### config.mk
export PLATFORM = sky130hd
export DESIGN_NAME = eeprom_page_write_sched
export DESIGN_NICKNAME = d
export VERILOG_FILES = /design/src/rtl/eeprom_page_write_sched.sv
export SDC_FILE = /design/constraint.sdc
export NUM_CORES = 1
export LEC_CHECK = 0
export BUFFER_PORTS_ARGS = -buffer_cell sky130_fd_sc_hd__buf_2
export CAP_MARGIN = 10
export CORE_AREA = 2 2 108 110
export DETAILED_ROUTE_END_ITERATION = 16
export DIE_AREA = 0 0 110 112
export HOLD_SLACK_MARGIN = 0.03
export SETUP_SLACK_MARGIN = 0.4
export SLEW_MARGIN = 20
export SYNTH_ARGS = -nofsm -noshare
export SYNTH_HDL_FRONTEND = slang
export SYNTH_SLANG_ARGS = --single-unit
### constraint.sdc
create_clock -name sys_clk -period 2.35 [get_ports sys_clk]
set_clock_uncertainty 0.05 [all_clocks]
set_input_delay 0.235 -clock sys_clk [delete_from_list [all_inputs] [get_ports sys_clk]]
set_output_delay 0.235 -clock sys_clk [all_outputs]
set_load 0.02 [all_outputs]
### src/rtl/eeprom_page_write_sched.sv
// -----------------------------------------------------------------------------
// eeprom_page_write_sched
//
// Sequences EEPROM page writes. Bytes are drained from a first-word-fall-through
// write FIFO and issued to the I2C byte engine as page-aligned bursts:
// START+word address, data bytes, STOP. A tWR write-cycle gap is enforced after
// every STOP before the next burst (or completion) is allowed.
//
// Ports
//   sys_clk, sys_rst            clock (rising edge), asynchronous active-high reset
//   start, start_addr, byte_cnt request pulse plus its address/length (IDLE only)
//   abort                       cancels an active transfer
//   fifo_empty, fifo_dout       FWFT FIFO status and head byte
//   fifo_rd_en, fifo_reset      FIFO pop strobe and flush pulse
//   i2c_cmd_valid/ready         command handshake towards the I2C engine
//   i2c_cmd_op/addr/data        command payload (0=START, 1=WRITE, 2=STOP)
//   i2c_nack                    slave NACK pulse from the I2C engine
//   busy, done, err             status: active, success pulse, failure pulse
// -----------------------------------------------------------------------------
module eeprom_page_write_sched #(
  parameter int ADDR_W     = 16,
  parameter int PAGE_SIZE  = 32,
  parameter int CNT_W      = 16,
  parameter int TWR_CYCLES = 250000
) (
  input  logic              sys_clk,
  input  logic              sys_rst,
  input  logic              start,
  input  logic [ADDR_W-1:0] start_addr,
  input  logic [CNT_W-1:0]  byte_cnt,
  input  logic              abort,
  input  logic              fifo_empty,
  input  logic [7:0]        fifo_dout,
  output logic              fifo_rd_en,
  output logic              fifo_reset,
  output logic              i2c_cmd_valid,
  input  logic              i2c_cmd_ready,
  output logic [1:0]        i2c_cmd_op,
  output logic [ADDR_W-1:0] i2c_cmd_addr,
  output logic [7:0]        i2c_cmd_data,
  input  logic              i2c_nack,
  output logic              busy,
  output logic              done,
  output logic              err
);

  // Counter only has to hold TWR_CYCLES-1; keep at least one bit.
  localparam int TWR_W = (TWR_CYCLES > 1) ? $clog2(TWR_CYCLES) : 1;
  localparam logic [TWR_W-1:0]  TWR_LOAD  = TWR_W'(TWR_CYCLES - 1);
  localparam logic [ADDR_W-1:0] PAGE_MASK = ADDR_W'(PAGE_SIZE - 1);

  localparam logic [1:0] OP_START = 2'd0;
  localparam logic [1:0] OP_WRITE = 2'd1;
  localparam logic [1:0] OP_STOP  = 2'd2;

  typedef enum logic [2:0] {
    ST_IDLE,
    ST_ADDR,
    ST_DATA,
    ST_STOP,
    ST_TWR,
    ST_DONE,
    ST_ERR
  } state_t;

  state_t            state_reg, state_next;
  logic [ADDR_W-1:0] addr_reg, addr_next;
  logic [CNT_W-1:0]  rem_reg, rem_next;
  logic [TWR_W-1:0]  twr_cnt_reg, twr_cnt_next;
  logic              zero_err_reg, zero_err_next;

  logic [ADDR_W-1:0] addr_inc;
  logic              data_hs;

  // Natural modulo-2^ADDR_W wrap; address 0 is also a page boundary.
  assign addr_inc = addr_reg + ADDR_W'(1);
  assign data_hs  = !fifo_empty && i2c_cmd_ready;

  always_ff @(posedge sys_clk or posedge sys_rst) begin
    if (sys_rst) begin
      state_reg    <= ST_IDLE;
      addr_reg     <= '0;
      rem_reg      <= '0;
      twr_cnt_reg  <= '0;
      zero_err_reg <= 1'b0;
    end else begin
      state_reg    <= state_next;
      addr_reg     <= addr_next;
      rem_reg      <= rem_next;
      twr_cnt_reg  <= twr_cnt_next;
      zero_err_reg <= zero_err_next;
    end
  end

  always_comb begin
    state_next    = state_reg;
    addr_next     = addr_reg;
    rem_next      = rem_reg;
    twr_cnt_next  = twr_cnt_reg;
    zero_err_next = 1'b0;

    fifo_rd_en    = 1'b0;
    fifo_reset    = 1'b0;
    i2c_cmd_valid = 1'b0;
    i2c_cmd_op    = OP_START;
    i2c_cmd_addr  = addr_reg;
    i2c_cmd_data  = 8'h00;
    busy          = (state_reg != ST_IDLE);
    done          = 1'b0;
    // A zero-length request is rejected from IDLE without touching the FIFO.
    err           = zero_err_reg;

    case (state_reg)
      ST_IDLE: begin
        if (start) begin
          if (byte_cnt != '0) begin
            addr_next  = start_addr;
            rem_next   = byte_cnt;
            state_next = ST_ADDR;
          end else begin
            zero_err_next = 1'b1;
          end
        end
      end

      ST_ADDR: begin
        i2c_cmd_valid = 1'b1;
        i2c_cmd_op    = OP_START;
        if (abort || i2c_nack) begin
          state_next = ST_ERR;
        end else if (i2c_cmd_ready) begin
          state_next = ST_DATA;
        end
      end

      ST_DATA: begin
        // Empty FIFO simply stalls the burst with valid low; no timeout.
        i2c_cmd_valid = !fifo_empty;
        i2c_cmd_op    = OP_WRITE;
        i2c_cmd_data  = fifo_dout;
        // A byte accepted by the engine is popped even if abort wins this cycle.
        if (data_hs) begin
          fifo_rd_en = 1'b1;
          addr_next  = addr_inc;
          rem_next   = rem_reg - CNT_W'(1);
        end
        if (abort || i2c_nack) begin
          state_next = ST_ERR;
        end else if (data_hs &&
                     ((rem_reg == CNT_W'(1)) || ((addr_inc & PAGE_MASK) == '0))) begin
          state_next = ST_STOP;
        end
      end

      ST_STOP: begin
        i2c_cmd_valid = 1'b1;
        i2c_cmd_op    = OP_STOP;
        if (abort || i2c_nack) begin
          state_next = ST_ERR;
        end else if (i2c_cmd_ready) begin
          twr_cnt_next = TWR_LOAD;
          state_next   = ST_TWR;
        end
      end

      ST_TWR: begin
        // The EEPROM is busy programming; NACKs here are expected and ignored.
        if (abort) begin
          state_next = ST_ERR;
        end else if (twr_cnt_reg == '0) begin
          state_next = (rem_reg == '0) ? ST_DONE : ST_ADDR;
        end else begin
          twr_cnt_next = twr_cnt_reg - TWR_W'(1);
        end
      end

      ST_DONE: begin
        done       = 1'b1;
        state_next = ST_IDLE;
      end

      ST_ERR: begin
        fifo_reset = 1'b1;
        err        = 1'b1;
        state_next = ST_IDLE;
      end

      default: begin
        state_next = ST_IDLE;
      end
    endcase
  end

endmodule

=== Word-level counts from Yosys, hierarchy flattened ===
Cells that the tools add are included.

* Flip-flop bits (word level): 54
* Bits in latches: 0
* Bits in writable memories: 0
* ROM bits: 0
* Bits of input ports: 47
* Output and inout bits: 32
* Memories: 0

* $add $sub $neg: 3
* Multiply operators: 0
* Divide/modulo/power cells: 0
* $lt $le $gt $ge: 0
* Equal/unequal tests: 18
* Shifts and indexed selects: 0
* Muxes and demuxes: 36
* Bitwise gates (word level): 0
* Reductions and logical operators: 17

{| class="wikitable"
|+ Operators by type and width
! cell !! number
|-
| two-way mux 16 bit || 6
|-
| two-way mux 18 bit || 4
|-
| case mux 16 bit (2 select lines) || 2
|-
| case mux 18 bit (2 select lines) || 1
|-
| two-way mux 3 bit || 11
|-
| zero test 16 bit || 2
|-
| zero test 18 bit || 1
|-
| subtractor 18 x 1 -> 18 bit, second input constant || 1
|-
| adder 16 x 1 -> 16 bit, second input constant || 1
|-
| == test 16 x 1 -> 1 bit, second input constant || 1
|-
| nonzero test 16 bit || 1
|-
| subtractor 16 x 1 -> 16 bit, second input constant || 1
|-
| case mux 3 bit (5 select lines) || 1
|-
| inequality test 2 bit, second input constant || 7
|-
| inequality test 3 bit, second input constant || 4
|-
| == test 3 bit, second input constant || 3
|-
| two-way mux 1 bit || 8
|-
| two-way mux 8 bit || 1
|-
| == test 3 x 2 -> 1 bit, second input constant || 2
|-
| AND reduction 6 bit || 1
|-
| AND reduction 5 bit || 1
|-
| case mux 2 bit (2 select lines) || 1
|-
| AND reduction 4 bit || 1
|-
| nonzero test 2 bit || 2
|-
| 8 further kinds || 10
|}

=== Depth between registers and ports, before layout ===
Gate-level depths: netlist of run 1.

* Depth in word-level cells: 7
* Gate-level depth with buffers: 9
* Mapped depth without buffers: 7

=== Worst setup path before layout of run 1 ===
Ideal clock, no wire load.

* Path kind: reg2reg
* Start point: register twr_cnt_reg[2]
* End point: register twr_cnt_reg[14]
* Library setup time: 0.132 ns
* Data arrival time: 2.314 ns
* Slack: -0.146 ns
* Cell stages (with the launch flop): 7
* Period minus slack after synthesis: 2.496 ns
* Path through: dfrtp_1 or4_1 clkbuf_2 or3_4 or4_4 o21ai_1 or3b_1

* Longest elaborated chain between the ends: 4

{| class="wikitable"
|+ RTL lines
! what !! line !! text
|-
| from (decl) || 69 || <nowiki>logic [TWR_W-1:0] twr_cnt_reg, twr_cnt_next;</nowiki>
|-
| from (signal assigned) || 90 || <nowiki>twr_cnt_reg <= twr_cnt_next;</nowiki>
|-
| subtractor 18 x 1 -> 18 bit || 173 || <nowiki>twr_cnt_next = twr_cnt_reg - TWR_W'(1);</nowiki>
|-
| two-way mux 18 bit || 170 || <nowiki>end else if (twr_cnt_reg == '0) begin</nowiki>
|-
| two-way mux 18 bit || 168 || <nowiki>if (abort) begin</nowiki>
|-
| case mux 18 bit (2 select lines) || 113 || <nowiki>case (state_reg)</nowiki>
|}

Several ways; a longest one is shown, not always the timed one. The select of a mux whose other input is x is not followed.
A chain may end at the register's enable or synchronous reset.

=== Worst setup path in the final report of run 1 ===
Ends and elaborated chain as after synthesis.

==> metrics.cfg, run 1 <==
[outcome]
status = finished with violations
violations = setup timing

[setup_path]
worst_path_max_delay_cell = or4_4
cp_data_required_time_ns = 2.48
critPathMaxStageDelay_ns = 0.54
worst-path-buf-inv = 0
critPathCaptureType = flip-flop
r2r_setup_slack_ns = -0.01
cpMostUsedCell = or4_4
arrival_ns = 2.49
cp_top_family = simple AND/OR/NAND/NOR gates
setup.worst_path.class = flip-flop to flip-flop
startpoint_type = flip-flop
cp_max_fo = 2
startpoint = twr_cnt_reg[2]$_DFFE_PP0P_
reg2reg_from = twr_cnt_reg[2]$_DFFE_PP0P_
crit_chain = or4_4, or3_4, or4_4, o21ai_2, or3b_1

[global_route]
grt_first_pass_wirelength_um = 18400
grt_pass1_vias = 3727
antenna_found_initial = 0
grt-ovfl-total = 0
grt_max_degree = 36
grt.total_usage_pct = 18.2

[job]
maxCapViolations = 0

[hold_path]
min_path_type = primary input to flip-flop
hp-start = byte_cnt[0]

[sta]
tightest_slew_ns = 0.493
hold_viol_final = 0
rsz0062_at_grt = yes
max_freq_mhz = 424
min_period_ns = 2.36
slew_headroom_pct = 67.1
fin_ws_ns = -0.0108
post-route-period-util_pct = 100
setup_violations = 1
finalHoldWorstSlack_ns = 0.165
final-max-slew-violation-count = 0

[synthesis]
synth_cells = 429
ys_ff_latch = 54
async_flop_share_pct = 100
synth_edf_count = 0
syn_area_um2 = 3480
synth_flop_cell = dfrtp_1
synth_nets = 482
yosysWarnings = 0
ys_types = 57
ys_seq_area_share_pct = 38.8
syn_avg_cell_area_um2 = 8.11

[clock_network]
clkSinkCount = 54
h-tree-depth = 2
clockBufferDepth = 2
cts_tree = yes
clk_pin_slew_ns = 0.08
cts_inserted_buffers = 5
root_buffer = clkbuf_16
clk_latency_ns = 0.30

[layout]
finish.net_count = 623
final-instance-count-excl-fill = 714
fillers = 999
largest_reg_flops = 18
antenna_cells = 0
area_growth_pct = 61.8
drive_above_1_share_pct = 47.3

[floorplan]
dieWidth_um = 110
fp.dieH_um = 112
ios = 79
std_cell_rows = 39
start_util_pct = 31.1
core-area_um2 = 11200
die-area_um2 = 12300

[drt]
ant_nets = 0
num_vias = 4130
vias_per_cell = 5.78
drt-initial-drc-count = 303
dr.pass1.iters = 4
drt-total-wl_um = 12900
drc = 0
drt-wirelength-per-cell_um = 18.1

[placement]
gp_congestion = 0.854
dpl.hpwl_um = 7150
dpl.cell_count = 653
io_buffer_count = 78

[pwr]
ir_worst_vdd_v = 0.000690
leakage_uw = 0.00231
powerDensity_nw_per_um2 = 1300

-- worst reg2reg max path, stage by stage, from the launching register on --
cell	delay (ns)
dfrtp_1	0.40
or4_4	0.55
or3_4	0.35
or4_4	0.44
o21ai_2	0.11
or3b_1	0.35
-- where the power goes --
group,switching (uW),internal (uW),leakage [uW],total (uW)
Combinational,2370,2250,0.00160,4620
Clock,381,408,0.0000723,789
Sequential,580,1340,0.000633,1920
-- cell type report --
cell class	instances	area, um2	share of cell area, %
inverter	15	63.8	1.13
sequential	54	1350	24.0
multi-input combinational	336	2520	44.8
tap	143	179	3.18
clock inverter	3	27.5	0.489
clock buffer	5	125	2.22
timing repair buffer	158	1360	24.2
-- final timing paths --
path,depth (start not counted),endpoint
worst max-delay path,5,twr_cnt_reg[14]$_DFFE_PP0P_
worst min-delay path,3,rem_reg[0]$_DFFE_PP0P_
worst max register to register,5,twr_cnt_reg[14]$_DFFE_PP0P_
worst min register to register,2,rem_reg[4]$_DFFE_PP0P_
max in group asynchronous,4,state_reg[2]$_DFFE_PP0P_
min in group asynchronous,4,rem_reg[3]$_DFFE_PP0P_
-- cells in the mapped netlist (4+ instances only) --
| cell | number | share of area [%] |
|---|---|---|
| o31ai_1 | 9 | 1.9 |
| o211ai_1 | 6 | 1.3 |
| ha_1 | 6 | 2.2 |
| nor4_1 | 12 | 2.2 |
| and2_1 | 10 | 1.8 |
| clkbuf_1 | 23 | 2.5 |
| o22ai_1 | 8 | 1.4 |
| a21oi_1 | 47 | 6.8 |
| nand2_1 | 41 | 4.4 |
| or2_2 | 5 | 0.90 |
| nor2_1 | 31 | 3.3 |
| or4_1 | 7 | 1.5 |
| o21ai_0 | 31 | 4.5 |
| inv_1 | 14 | 1.5 |
| dfrtp_1 | 54 | 39 |
| nand3_1 | 17 | 2.4 |
| nand4_1 | 7 | 1.3 |
| or3_1 | 8 | 1.4 |
| a31oi_1 | 7 | 1.3 |
| a2bb2oi_1 | 7 | 1.8 |
| o22a_1 | 6 | 1.5 |
| and3_1 | 4 | 0.72 |
| nor3_1 | 17 | 2.4 |
-- what timing repair did --
| item | in CTS | in global routing |
|---|---|---|
| gates resized for setup | 53 | 119 |
| buffers inserted | 18 | 19 |
| hold buffers | 1 | 0 |
| gates cloned | 4 | 11 |
| pin swaps | 15 | 37 |
| endpoints found under the hold margin | 54 | 0 |
| endpoints found under the setup margin | 57 | 59 |
-- routing by layer --
layer  track usage, %  vias to the layer above  share of wire [%]
met2             29.4                      171                 49
li1                 -                     1908                  -
met1             24.9                     2022                 42
met5                0                        -                  0
met3             3.69                       29                7.0
met4             3.97                        0                2.5
-- cell usage in the layout, fill, tap and decap left out, drive strengths merged, types with 4 or more instances in the layout --
master | synthesis | routed
nor2 | 31 | 31
nor3 | 17 | 17
o22ai | 8 | 8
clkbuf | 24 | 11
nand4 | 7 | 7
inv | 15 | 17
nand2 | 41 | 41
and2 | 10 | 10
o31ai | 9 | 9
a2bb2oi | 7 | 7
or3 | 11 | 11
nand3 | 17 | 17
o21ai | 32 | 32
a21oi | 47 | 47
o211ai | 6 | 6
o22a | 6 | 6
and3 | 4 | 4
nor4 | 12 | 12
ha | 6 | 6
dfrtp | 54 | 54
buf | 4 | 151
or2 | 5 | 5
or4 | 10 | 10
a31oi | 7 | 7
a31o | 2 | 5
-- stage by stage --
| step | setup TNS (ns) | setup slack [ns] | total power [uW] | cell area [um2] | utilization [%] |
|---|---|---|---|---|---|
| floorplan | -0.115 | -0.115 | 3780 | 3590 | - |
| global placement | -0.00470 | -0.00470 | 4630 | 4240 | 38.0 |
| detailed placement | -0.0195 | -0.0195 | 4710 | 4240 | 38.0 |
| CTS | 0 | 0.0310 | 6040 | 4790 | 42.9 |
| global route | -0.0554 | -0.0494 | 7770 | 5630 | 50.4 |
| finish | -0.0108 | -0.0108 | 7330 | 5630 | 50.4 |
-- cell families after synthesis --
group | Yosys count | synth area share, %
flip-flops | 54 | 38.8
multiplexers | 1 | 0.288
AND/OR/NAND/NOR | 179 | 27.5
adder cells (fa/ha/maj) | 6 | 2.16
buffers and inverters | 43 | 4.78
AO/OA/AOI/OAI | 146 | 26.5
(Power assumes the default switching activity.)
==> run 2, diff against run 1 <==
- SKIP_CTS_REPAIR_TIMING: not set -> 1
==> metrics.cfg, run 2 (synthesized netlist as in run 1, its figures left out) <==
[outcome]
status = finished, final reports clean

[floorplan]
ios = 79
dieWidth_um = 110
core-area_um2 = 11200
start_util_pct = 31.1
std_cell_rows = 39
die-area_um2 = 12300
fp.dieH_um = 112

[global_route]
met1_usage_pct = 23.2
grt.met3_usage_pct = 3.92
grt_max_degree = 51
grt_first_pass_wirelength_um = 16700
use_met2_pct = 25.8
grt-ovfl-total = 0
antenna_found_initial = 0
grt.total_usage_pct = 16.4
grt_pass1_vias = 3489
gr-max-usage-layer = met2

[clock_network]
root_buffer = clkbuf_16
cts_inserted_buffers = 5
clk_pin_slew_ns = 0.08
clockBufferDepth = 2
clk_latency_ns = 0.30
clkSinkCount = 54
h-tree-depth = 2
cts_tree = yes

[layout]
drive_above_1_share_pct = 49.7
area_growth_pct = 59.6
final-instance-count-excl-fill = 702
final_common_cell = buf_2
finish.net_count = 611
final_cell_mix = buf_2, dfrtp_1, nand2_1, buf_4, buf_6
largest_reg_flops = 18
antenna_cells = 0
design_area_um2 = 5560

[drt]
num_vias = 4011
drt-total-wl_um = 12500
vias_per_cell = 5.71
dr.pass1.iters = 4
drt-initial-drc-count = 256
drt-wirelength-per-cell_um = 17.8
ant_nets = 0
drc = 0

[sta]
min_period_ns = 2.34
fin_ws_ns = 0.00586
setup_violations = 0
tns_ns = 0
max_freq_mhz = 427
final-max-slew-violation-count = 0
slew_headroom_pct = 63.7
rsz0062_at_grt = yes
tightest_slew_ns = 0.540
post-route-period-util_pct = 99.8
hold_viol_final = 0

[pwr]
powerDensity_nw_per_um2 = 1290
finalPower_uw = 7170
ir_worst_vdd_v = 0.000699
leakage_uw = 0.00223

[placement]
dpl.cell_count = 653
io_buffer_count = 78
gp_congestion = 0.854
dpl.hpwl_um = 7150
place_ws_ns = -0.0195
placed_area_um2 = 4240

[setup_path]
cp_max_fo = 2
arrival_ns = 2.47
cp_data_required_time_ns = 2.48
r2r_setup_slack_ns = 0.006
critPathCaptureType = flip-flop
setup.worst_path.class = flip-flop to flip-flop
startpoint_type = flip-flop

[hold_path]
min_path_type = primary input to flip-flop

[job]
maxCapViolations = 0

## run 2: cell count changes in the layout (fill, tap and decap cells not counted), moves of 3 or more
cell	previous run	this run
buf_4	44	34
o21ai_2	7	15
o21ai_1	12	5
a21oi_1	29	25
nand3_1	15	12
a21oi_2	13	16
buf_12	5	2
## run 2: area by class of cell
cell class | instances | area [um2]
fillers | 1012 | 5620
multi-input cells | 336 | 2600
flip-flops and latches | 54 | 1350
repair buffers | 146 | 1200
well taps | 143 | 179
clock buffers | 5 | 125
inverters | 15 | 68.8
clock inverters | 3 | 27.5
## run 2: per-stage QoR
step | utilization (%) | hold slack [ns]
floorplan | - | 0.298
global placement | 38.0 | 0.291
detailed placement | 38.0 | 0.287
CTS | 39.3 | -0.0337
global route | 49.7 | 0.162
finish | 49.7 | 0.143
## run 2: path summary, 6_finish.rpt
path / startpoint / end / depth (start not counted)
worst max-delay path: twr_cnt_reg[5]$_DFFE_PP0P_ / twr_cnt_reg[14]$_DFFE_PP0P_ / 5
min in group asynchronous: sys_rst / rem_reg[3]$_DFFE_PP0P_ / 4
worst min register to register: i2c_cmd_addr[10]$_DFFE_PP0P_ / i2c_cmd_addr[10]$_DFFE_PP0P_ / 1
worst min-delay path: start_addr[1] / i2c_cmd_addr[1]$_DFFE_PP0P_ / 3
worst max register to register: twr_cnt_reg[5]$_DFFE_PP0P_ / twr_cnt_reg[14]$_DFFE_PP0P_ / 5
max in group asynchronous: sys_rst / state_reg[2]$_DFFE_PP0P_ / 4
## run 2: critical path: stages, from the launching register on
cell,delay [ns]
dfrtp_1,0.38
or4_4,0.54
or3_4,0.34
or4_4,0.43
o21ai_2,0.12
or3b_1,0.35
## run 2: per-layer routing
layer | share of wire [%] | up-vias
met3 | 6.2 | 16
met4 | 1.7 | 0
met2 | 49 | 123
li1 | - | 1890
met5 | 0 | -
met1 | 43 | 1982
## run 2: report_power, final
| part | total, uW | switching, uW | internal (uW) |
|---|---|---|---|
| Combinational | 4450 | 2330 | 2120 |
| Clock | 793 | 385 | 408 |
| Sequential | 1930 | 592 | 1340 |
==> run 3, diff against run 2 <==
- CELL_PAD_IN_SITES_DETAIL_PLACEMENT: not set -> 0
- CELL_PAD_IN_SITES_GLOBAL_PLACEMENT: not set -> 1
- CORE_AREA: 2 2 108 110 -> 2 2 103 105
- DIE_AREA: 0 0 110 112 -> 0 0 105 107
- GPL_TIMING_DRIVEN: not set -> 0
- PLACE_DENSITY_LB_ADDON: not set -> 0.1
==> metrics.cfg, run 3 (synthesized netlist as in run 1, its figures left out) <==
[outcome]
status = finished with violations
violations = setup timing

[placement]
place_ws_ns = -0.240
io_buffer_count = 78
dpl.hpwl_um = 8130
gp_congestion = 0.848

[sta]
hold_viol_final = 0
setup_violations = 4
max_freq_mhz = 401
slew_headroom_pct = 44.5
tightest_slew_ns = 0.825
final-max-slew-violation-count = 0
rsz0062_at_grt = yes
post-route-period-util_pct = 106
min_period_ns = 2.50
fin_ws_ns = -0.147

[setup_path]
cp_top_family = simple AND/OR/NAND/NOR gates
crit_chain = or4_4, buf_6, or3_4, or4_4, o21ai_2, or3b_1
worst-path-buf-inv = 1
setup.worst_path.class = flip-flop to flip-flop
startpoint_type = flip-flop
critPathMaxStageDelay_ns = 0.52
critPathCaptureType = flip-flop
cp_max_fo = 7
cpMostUsedCell = or4_4
arrival_ns = 2.65
cp_data_required_time_ns = 2.50
worst_path_max_delay_cell = or4_4

[hold_path]
min_path_type = primary input to flip-flop

[floorplan]
die-area_um2 = 11200
std_cell_rows = 37
ios = 79
fp.dieH_um = 107
dieWidth_um = 105
start_util_pct = 34.5
core-area_um2 = 10100

[global_route]
grt_max_degree = 45
grt-ovfl-total = 0
met1_usage_pct = 26.4
antenna_found_initial = 0
grt_first_pass_wirelength_um = 18300
grt.met3_usage_pct = 2.49
grt_pass1_vias = 3476
use_met2_pct = 35.1
gr-max-usage-layer = met2
grt.total_usage_pct = 20.1

[clock_network]
clockBufferDepth = 2
cts_tree = yes
h-tree-depth = 2
root_buffer = clkbuf_8
clk_latency_ns = 0.31
cts_inserted_buffers = 5
clk_pin_slew_ns = 0.10
clkSinkCount = 54

[drt]
vias_per_cell = 5.59
num_vias = 3866
ant_nets = 0
drt-wirelength-per-cell_um = 18.4
drt-initial-drc-count = 165
dr.pass1.iters = 5
drt-total-wl_um = 12700
drc = 0

[layout]
final_common_cell = buf_2
fillers = 987
largest_reg_flops = 18
final_cell_mix = buf_2, dfrtp_1, nand2_1, buf_6
finish.net_count = 608
area_growth_pct = 56.9
drive_above_1_share_pct = 43.5
multi_input_area_um2 = 2450
antenna_cells = 0
regArea_um2 = 1350

[pwr]
finalPower_uw = 7020
leakage_uw = 0.00222
ir_worst_vdd_v = 0.000501
powerDensity_nw_per_um2 = 1290

[job]
maxCapViolations = 0

[run 3: changes by cell type in the layout (fill, tap and decap cells not counted), moves of 4 or more]
cell       delta
o21ai_2       -8
buf_8         +7
clkbuf_16     -4
nand3_1       +4
buf_4        -17
clkbuf_8      +6
inv_2         -4
clkbuf_1      +4
o21ai_0       +6
[run 3: layout make-up]
| class | count | share of cell area [%] |
|---|---|---|
| Multi-Input combinational cell | 332 | 44.9 |
| Timing Repair Buffer | 119 | 18.5 |
| Sequential cell | 54 | 24.8 |
| Clock buffer | 7 | 1.58 |
| Clock inverter | 1 | 0.0916 |
| Tap cell | 136 | 3.12 |
| Buffer | 28 | 5.68 |
| Inverter | 15 | 1.31 |
[run 3: tightest hold or removal path: cells and delay by family]
kind,cells,cell delay (ns)
buffers and inverters,1,0.14
and+or+nand+nor,2,0.10
[run 3: worst paths after layout]
path	from	to	slack (ns)	depth (start not counted)
max	twr_cnt_reg[2]$_DFFE_PP0P_	twr_cnt_reg[14]$_DFFE_PP0P_	-0.15	6
min	start	zero_err_reg$_DFF_PP0_	0.14	3
max reg2reg	twr_cnt_reg[2]$_DFFE_PP0P_	twr_cnt_reg[14]$_DFFE_PP0P_	-0.15	6
min reg2reg	twr_cnt_reg[7]$_DFFE_PP0P_	twr_cnt_reg[7]$_DFFE_PP0P_	0.47	1
max in group asynchronous	sys_rst	twr_cnt_reg[2]$_DFFE_PP0P_	1.43	4
min in group asynchronous	sys_rst	rem_reg[6]$_DFFE_PP0P_	0.32	3
[run 3: stage by stage]
stage,hold WS (ns),util [%],instance area [um2],TNS (ns),instances
global route,0.137,54.1,5460,-1.27,692
detailed placement,0.120,41.5,4190,-4.35,644
global placement,0.440,41.1,4150,-12.61,643
finish,0.140,54.1,5460,-0.294,692
CTS,-0.223,42.4,4280,-4.66,652
floorplan,0.298,-,3590,-0.115,429
[run 3: report_power, final]
group          internal (uW)  switching [uW]
clock                    240             331
sequential              1340             543
combinational           2180            2390
[run 3: per-layer routing]
| layer | wire, um | share of wire [%] | vias up |
|---|---|---|---|
| li1 | - | - | 1868 |
| met1 | 5610 | 44 | 1915 |
| met2 | 6590 | 52 | 74 |
| met3 | 395 | 3.1 | 9 |
| met4 | 112 | 0.88 | 0 |
| met5 | 0 | 0 | - |
